$ cat src/rtl/pattern_sequencer_if.sv
// Handshake bundle for pattern_sequencer: control inputs, pattern load and registered outputs.
// The master side drives the requests and the slave (the sequencer) drives the pattern state.
interface pattern_sequencer_if #(
  parameter int WIDTH = 8,
  parameter int DIV_W = 24
);
  logic             srst;
  logic             go_left;
  logic             go_right;
  logic [1:0]       mode;
  logic [DIV_W-1:0] rate;
  logic             load;
  logic [WIDTH-1:0] load_val;
  logic [WIDTH-1:0] seq_out;
  logic             dir;
  logic             tick;

  modport master (
    output srst, go_left, go_right, mode, rate, load, load_val,
    input  seq_out, dir, tick
  );

  modport slave (
    input  srst, go_left, go_right, mode, rate, load, load_val,
    output seq_out, dir, tick
  );
endinterface

$ cat src/rtl/pattern_sequencer.sv
// Rotating / bouncing bit-pattern sequencer with manual stepping, a programmable auto-step
// prescaler, synchronous restart and pattern load. All outputs come straight from registers.
module pattern_sequencer #(
  parameter int WIDTH = 8,
  parameter int DIV_W = 24
) (
  input logic              clk,
  input logic              rst,
  pattern_sequencer_if.slave bus
);

  localparam logic [1:0]       MODE_MAN  = 2'b00;
  localparam logic [1:0]       MODE_ROT  = 2'b01;
  localparam logic [1:0]       MODE_BNC  = 2'b10;
  localparam logic [1:0]       MODE_HOLD = 2'b11;
  localparam logic [WIDTH-1:0] RESET_PAT = {1'b1, {(WIDTH-1){1'b0}}};
  localparam logic [DIV_W-1:0] CNT_ZERO  = {DIV_W{1'b0}};
  localparam logic [DIV_W-1:0] CNT_ONE   = {{(DIV_W-1){1'b0}}, 1'b1};

  function automatic logic [WIDTH-1:0] rot_left(input logic [WIDTH-1:0] v);
    return {v[WIDTH-2:0], v[WIDTH-1]};
  endfunction

  function automatic logic [WIDTH-1:0] rot_right(input logic [WIDTH-1:0] v);
    return {v[0], v[WIDTH-1:1]};
  endfunction

  logic [WIDTH-1:0] seq_r, seq_s;
  logic             dir_r, dir_s;
  logic [DIV_W-1:0] cnt_r, cnt_s;
  logic             tick_r, tick_s;
  logic [1:0]       mode_r;
  logic             mode_vld_r;
  logic             eff_dir_s;
  logic             step_s;
  logic             mode_chg_s;

  // Next-state selection: srst beats load, load beats the per-mode action.
  always_comb begin
    seq_s      = seq_r;
    dir_s      = dir_r;
    cnt_s      = cnt_r;
    tick_s     = 1'b0;
    step_s     = (cnt_r >= bus.rate);
    // mode_vld_r masks the first cycle after rst, so a stale mode_r cannot steal a step
    mode_chg_s = mode_vld_r && (bus.mode != mode_r);
    if (bus.go_left) begin
      eff_dir_s = 1'b1;
    end else if (bus.go_right) begin
      eff_dir_s = 1'b0;
    end else begin
      eff_dir_s = dir_r;
    end

    if (bus.srst) begin
      seq_s = RESET_PAT;
      dir_s = 1'b0;
      cnt_s = CNT_ZERO;
    end else if (bus.load) begin
      seq_s = bus.load_val;
      cnt_s = CNT_ZERO;
    end else if (mode_chg_s) begin
      cnt_s = CNT_ZERO;
    end else begin
      case (bus.mode)
        MODE_MAN: begin
          cnt_s = CNT_ZERO;
          if (bus.go_left) begin
            seq_s = rot_left(seq_r);
            dir_s = 1'b1;
          end else if (bus.go_right) begin
            seq_s = rot_right(seq_r);
            dir_s = 1'b0;
          end else begin
            seq_s = seq_r;
          end
        end
        MODE_ROT: begin
          dir_s = eff_dir_s;
          if (step_s) begin
            seq_s  = eff_dir_s ? rot_left(seq_r) : rot_right(seq_r);
            cnt_s  = CNT_ZERO;
            tick_s = 1'b1;
          end else begin
            cnt_s = cnt_r + CNT_ONE;
          end
        end
        MODE_BNC: begin
          if (step_s) begin
            cnt_s  = CNT_ZERO;
            tick_s = 1'b1;
            // Reversal only when the lit end bit is on the side we are heading to
            if (eff_dir_s && seq_r[WIDTH-1]) begin
              dir_s = 1'b0;
              seq_s = rot_right(seq_r);
            end else if (!eff_dir_s && seq_r[0]) begin
              dir_s = 1'b1;
              seq_s = rot_left(seq_r);
            end else begin
              dir_s = eff_dir_s;
              seq_s = eff_dir_s ? rot_left(seq_r) : rot_right(seq_r);
            end
          end else begin
            dir_s = eff_dir_s;
            cnt_s = cnt_r + CNT_ONE;
          end
        end
        MODE_HOLD: begin
          seq_s = seq_r;
        end
        default: begin
          seq_s = seq_r;
        end
      endcase
    end
  end

  // State registers with asynchronous active-high reset.
  always_ff @(posedge clk or posedge rst) begin
    if (rst) begin
      seq_r      <= RESET_PAT;
      dir_r      <= 1'b0;
      cnt_r      <= CNT_ZERO;
      tick_r     <= 1'b0;
      mode_r     <= MODE_MAN;
      mode_vld_r <= 1'b0;
    end else begin
      seq_r      <= seq_s;
      dir_r      <= dir_s;
      cnt_r      <= cnt_s;
      tick_r     <= tick_s;
      mode_r     <= bus.mode;
      mode_vld_r <= 1'b1;
    end
  end

  assign bus.seq_out = seq_r;
  assign bus.dir     = dir_r;
  assign bus.tick    = tick_r;

endmodule

$ cat src/flat_wrapper.sv
// flat-port wrapper written by rule: the top's interface ports become plain ports
module pattern_sequencer_flat 
#(
  parameter int WIDTH = 8,
  parameter int DIV_W = 24
)
  (clk, rst, bus_srst, bus_go_left, bus_go_right, bus_mode, bus_rate, bus_load, bus_load_val, bus_seq_out, bus_dir, bus_tick);
  pattern_sequencer_if #(.WIDTH(WIDTH), .DIV_W(DIV_W)) bus_i ();
  input logic clk;
  input logic rst;
  input wire logic [$bits(bus_i.srst)-1:0] bus_srst;
  input wire logic [$bits(bus_i.go_left)-1:0] bus_go_left;
  input wire logic [$bits(bus_i.go_right)-1:0] bus_go_right;
  input wire logic [$bits(bus_i.mode)-1:0] bus_mode;
  input wire logic [$bits(bus_i.rate)-1:0] bus_rate;
  input wire logic [$bits(bus_i.load)-1:0] bus_load;
  input wire logic [$bits(bus_i.load_val)-1:0] bus_load_val;
  output wire logic [$bits(bus_i.seq_out)-1:0] bus_seq_out;
  output wire logic [$bits(bus_i.dir)-1:0] bus_dir;
  output wire logic [$bits(bus_i.tick)-1:0] bus_tick;
  assign bus_i.srst = bus_srst;
  assign bus_i.go_left = bus_go_left;
  assign bus_i.go_right = bus_go_right;
  assign bus_i.mode = bus_mode;
  assign bus_i.rate = bus_rate;
  assign bus_i.load = bus_load;
  assign bus_i.load_val = bus_load_val;
  assign bus_seq_out = bus_i.seq_out;
  assign bus_dir = bus_i.dir;
  assign bus_tick = bus_i.tick;
  pattern_sequencer #(.WIDTH(WIDTH), .DIV_W(DIV_W)) u_core (.clk(clk), .rst(rst), .bus(bus_i));
endmodule
$ cat config.mk
export PLATFORM = sky130hd
export DESIGN_NAME = pattern_sequencer_flat
export DESIGN_NICKNAME = d
export VERILOG_FILES = /design/src/rtl/pattern_sequencer_if.sv /design/src/rtl/pattern_sequencer.sv /design/src/flat_wrapper.sv
export SDC_FILE = /design/constraint.sdc
export NUM_CORES = 1
export LEC_CHECK = 0
export CORE_MARGIN = 2
export CORE_UTILIZATION = 45
export CTS_BUF_LIST = sky130_fd_sc_hd__clkbuf_2
export DETAILED_ROUTE_END_ITERATION = 7
export GPL_ROUTABILITY_DRIVEN = 0
export PLACE_DENSITY = 0.69
export SLEW_MARGIN = 5
export SYNTH_ARGS = -nofsm -noshare
export SYNTH_HDL_FRONTEND = slang
export SYNTH_SLANG_ARGS = --single-unit
$ cat constraint.sdc
create_clock -name clk -period 6.1 [get_ports clk]
set_input_delay 1.525 -clock clk [delete_from_list [all_inputs] [get_ports clk]]
set_output_delay 1.525 -clock clk [all_outputs]
set_load 0.01 [all_outputs]
==> impl_metrics.ini <==
[run_status]
status = complete, no violations

[routing]
drcViolationCount = 0
routed_via_density = 5.485
ant_nets = 0
routed_wl_um = 7436
first_iter_violations = 90
wire_per_inst_um = 14.50
via_count = 2814
dr.pass1.iters = 4

[synth]
synth_top_family_by_area = simple AND/OR/NAND/NOR gates
seq_area_frac_synth_pct = 28.86
yosys.area_share.xor_xnor_pct = 4.361
synth_edf_count = 0
postSynth.asyncResetShare_pct = 100.0
ys.flop_type = dfrtp_1
ys_ff_latch = 37
synthAdderAreaFrac_pct = 11.29
synth_compound_area_share_pct = 19.39
syn_inst = 375
synth_cell_types = 62
yosys_warnings = 0
synth-simple-area-share_pct = 24.30
synthMuxAreaShare_pct = 4.790
syn_area_per_cell_sq_um = 8.568
synth_nets = 444
syn_area_sq_um = 3213

[clock_tree]
cts_buffers = 5
cts_buffer_depth = 2
cts.clk_slew.worst_paths_ps = 190
tritoncts = done
holdBufCountCts = 0
cts_setup_buffers = 0
cts-root-buf = clkbuf_2
cts_sinks = 37
htree_levels = 2
cts-resized-gates = 0
clock_latency_ps = 420

[critical_path]
cp-end-kind = flip-flop
cp.required_ps = 6380
cp-startpoint = bus_rate[23]
reg2reg_slack_ps = 3180
critPathKind = in -> reg
critPathMaxFanout = 15
crit_arrival_ps = 4310
r2r_start = u_core.cnt_r[23]
start_kind = primary input

[floorplan]
start_util_pct = 46.78
core_area_sq_um = 6869
io_pins = 50
die_w_um = 88.50
die-area_sq_um = 7832
die_h_um = 88.50
num_rows = 30

[pwr]
p_int_mw = 0.3940
p_clk_share_pct = 27.8
power.leakage_nw = 1.678
combinationalPowerShare_pct = 25.3
swShare_pct = 31.02
pwr_density_cell_nw_per_um2 = 149.4
switching_power_mw = 0.1772
ir_drop_uv = 99.85
power_frac_seq_pct = 46.9
total_power_mw = 0.5712

[worst_hold_path]
min_path_type = reg -> reg
hp-start = u_core.cnt_r[2]

[cells_and_area]
fill_cells = 643
finalNonFillerCells = 513
layout.nets = 485
final_util_pct = 55.65
area.growth.synth_to_final_pct = 18.96
drive_gt1_share_pct = 9.592
diodes = 0

[timing]
rsz0062_at_grt = no
setup_violations = 0
final-hold-violation-count = 0
slew_headroom_pct = 43.98
fmax_ghz = 0.2482
min_period_ps = 4028
fin_hold_ws_ps = 584.9
tightest_slew_ps = 837.6
post-route-period-util_pct = 66.04
slew_viol_final = 0
setup_tns_ps = 0
worst_clock_skew_ps = 23.51

[grt]
grt-ovfl-total = 0
grt_pass1_vias = 2765
grt_max_degree = 38
antenna_found_initial = 0
grtUsageTotal_pct = 20.21
grt_pass1_wl_um = 12580

[placement]
placed_cells = 505
io_buffers = 49
dp_hpwl_um = 5423

[flow_run]
maxCapViolCount = 0
[synthesized netlist by cell type, drive strengths merged (7+ instances only)]
master | instances | area (sq um)
nor2 | 40 | 152.6
inv | 39 | 146.4
dfrtp | 36 | 900.9
ha | 29 | 362.9
nand2 | 29 | 108.9
a21oi | 24 | 135.1
xnor2 | 16 | 140.1
nand3 | 15 | 75.07
nor3 | 13 | 95.09
o21ai | 12 | 60.06
a211oi | 11 | 82.58
mux2 | 11 | 123.9
nand4 | 9 | 75.08
buf | 8 | 45.04
clkbuf | 8 | 30.03
a21o | 7 | 52.55
nor2b | 7 | 51.30
[routing by layer]
metal / global-route usage, % / part of all wire, %
met1: 26.21 / 46
met2: 34.59 / 48
met3: 3.825 / 4.9
met4: 5.510 / 1.2
met5: 0 / 0
[area by class of cell]
class                   instances  area [sq um]  share of cell area, %
clock buffers                   5         25.02                 0.6547
clock inverters                 3         41.29                  1.080
inverters                      39         146.4                  3.830
multi-input cells             283          2064                  54.01
flip-flops and latches         37         927.1                  24.26
well taps                      96         120.1                  3.142
repair buffers                 50         498.0                  13.03
[worst max-delay path: stages]
cell and delay, ps:
clkdlybuf4s50_1 450, inv_1 40, ha_1 320, nand4_2 190, nor4_4 340, and4_1 280, a2bb2oi_4 90, nand4_2 290
and2_0 660, nor2_1 110
[metrics by stage]
| step | area, sq um | setup slack (ps) |
|---|---|---|
| floorplan | 3213 | 2717 |
| global placement | 3756 | 1681 |
| detailed placement | 3756 | 1577 |
| CTS | 3822 | 2037 |
| global route | 3822 | 1794 |
| finish | 3822 | 2072 |
[power by group through the flow]
stage | clock [mW] | sequential (mW) | combinational, mW
detailed placement | 0 | 0.272 | 0.144
finish | 0.159 | 0.268 | 0.145
CTS | 0.161 | 0.267 | 0.145
floorplan | 0 | 0.268 | 0.0892
global route | 0.169 | 0.269 | 0.160
global placement | 0 | 0.271 | 0.142
[final timing paths]
check	to	cells past startpoint
max	u_core.cnt_r[15]	10
min	u_core.cnt_r[2]	1
max reg2reg	u_core.cnt_r[15]	8
min reg2reg	u_core.cnt_r[2]	1
max in group asynchronous	u_core.cnt_r[13]	3
min in group asynchronous	u_core.cnt_r[7]	3
[logic make-up after synthesis]
group           Yosys count
other cells               1
flops                    37
fa+ha+maj                29
compound gates           84
xor+xnor                 16
buf+inv                  55
simple gates            139
mux                      14
[cells in the final DEF, fill, tap and decap left out, types with 7 or more instances in the layout]
cell,count
a211oi_1,11
a21o_1,7
a21oi_1,22
clkdlybuf4s50_1,49
dfrtp_1,36
ha_1,29
inv_1,39
nand2_1,29
nand3_1,15
nor2_1,39
nor3_1,7
o21ai_0,12
xnor2_1,16
[sequential cells by signal (all words and copies together) (netlist names)]
name	count
u_core.cnt_r	24
u_core.bus.seq_out	8
u_core.mode_r	2
u_core.bus.dir	1
u_core.bus.tick	1
u_core.mode_vld_r	1
Note: power is estimated with default switching activity, not from simulation.
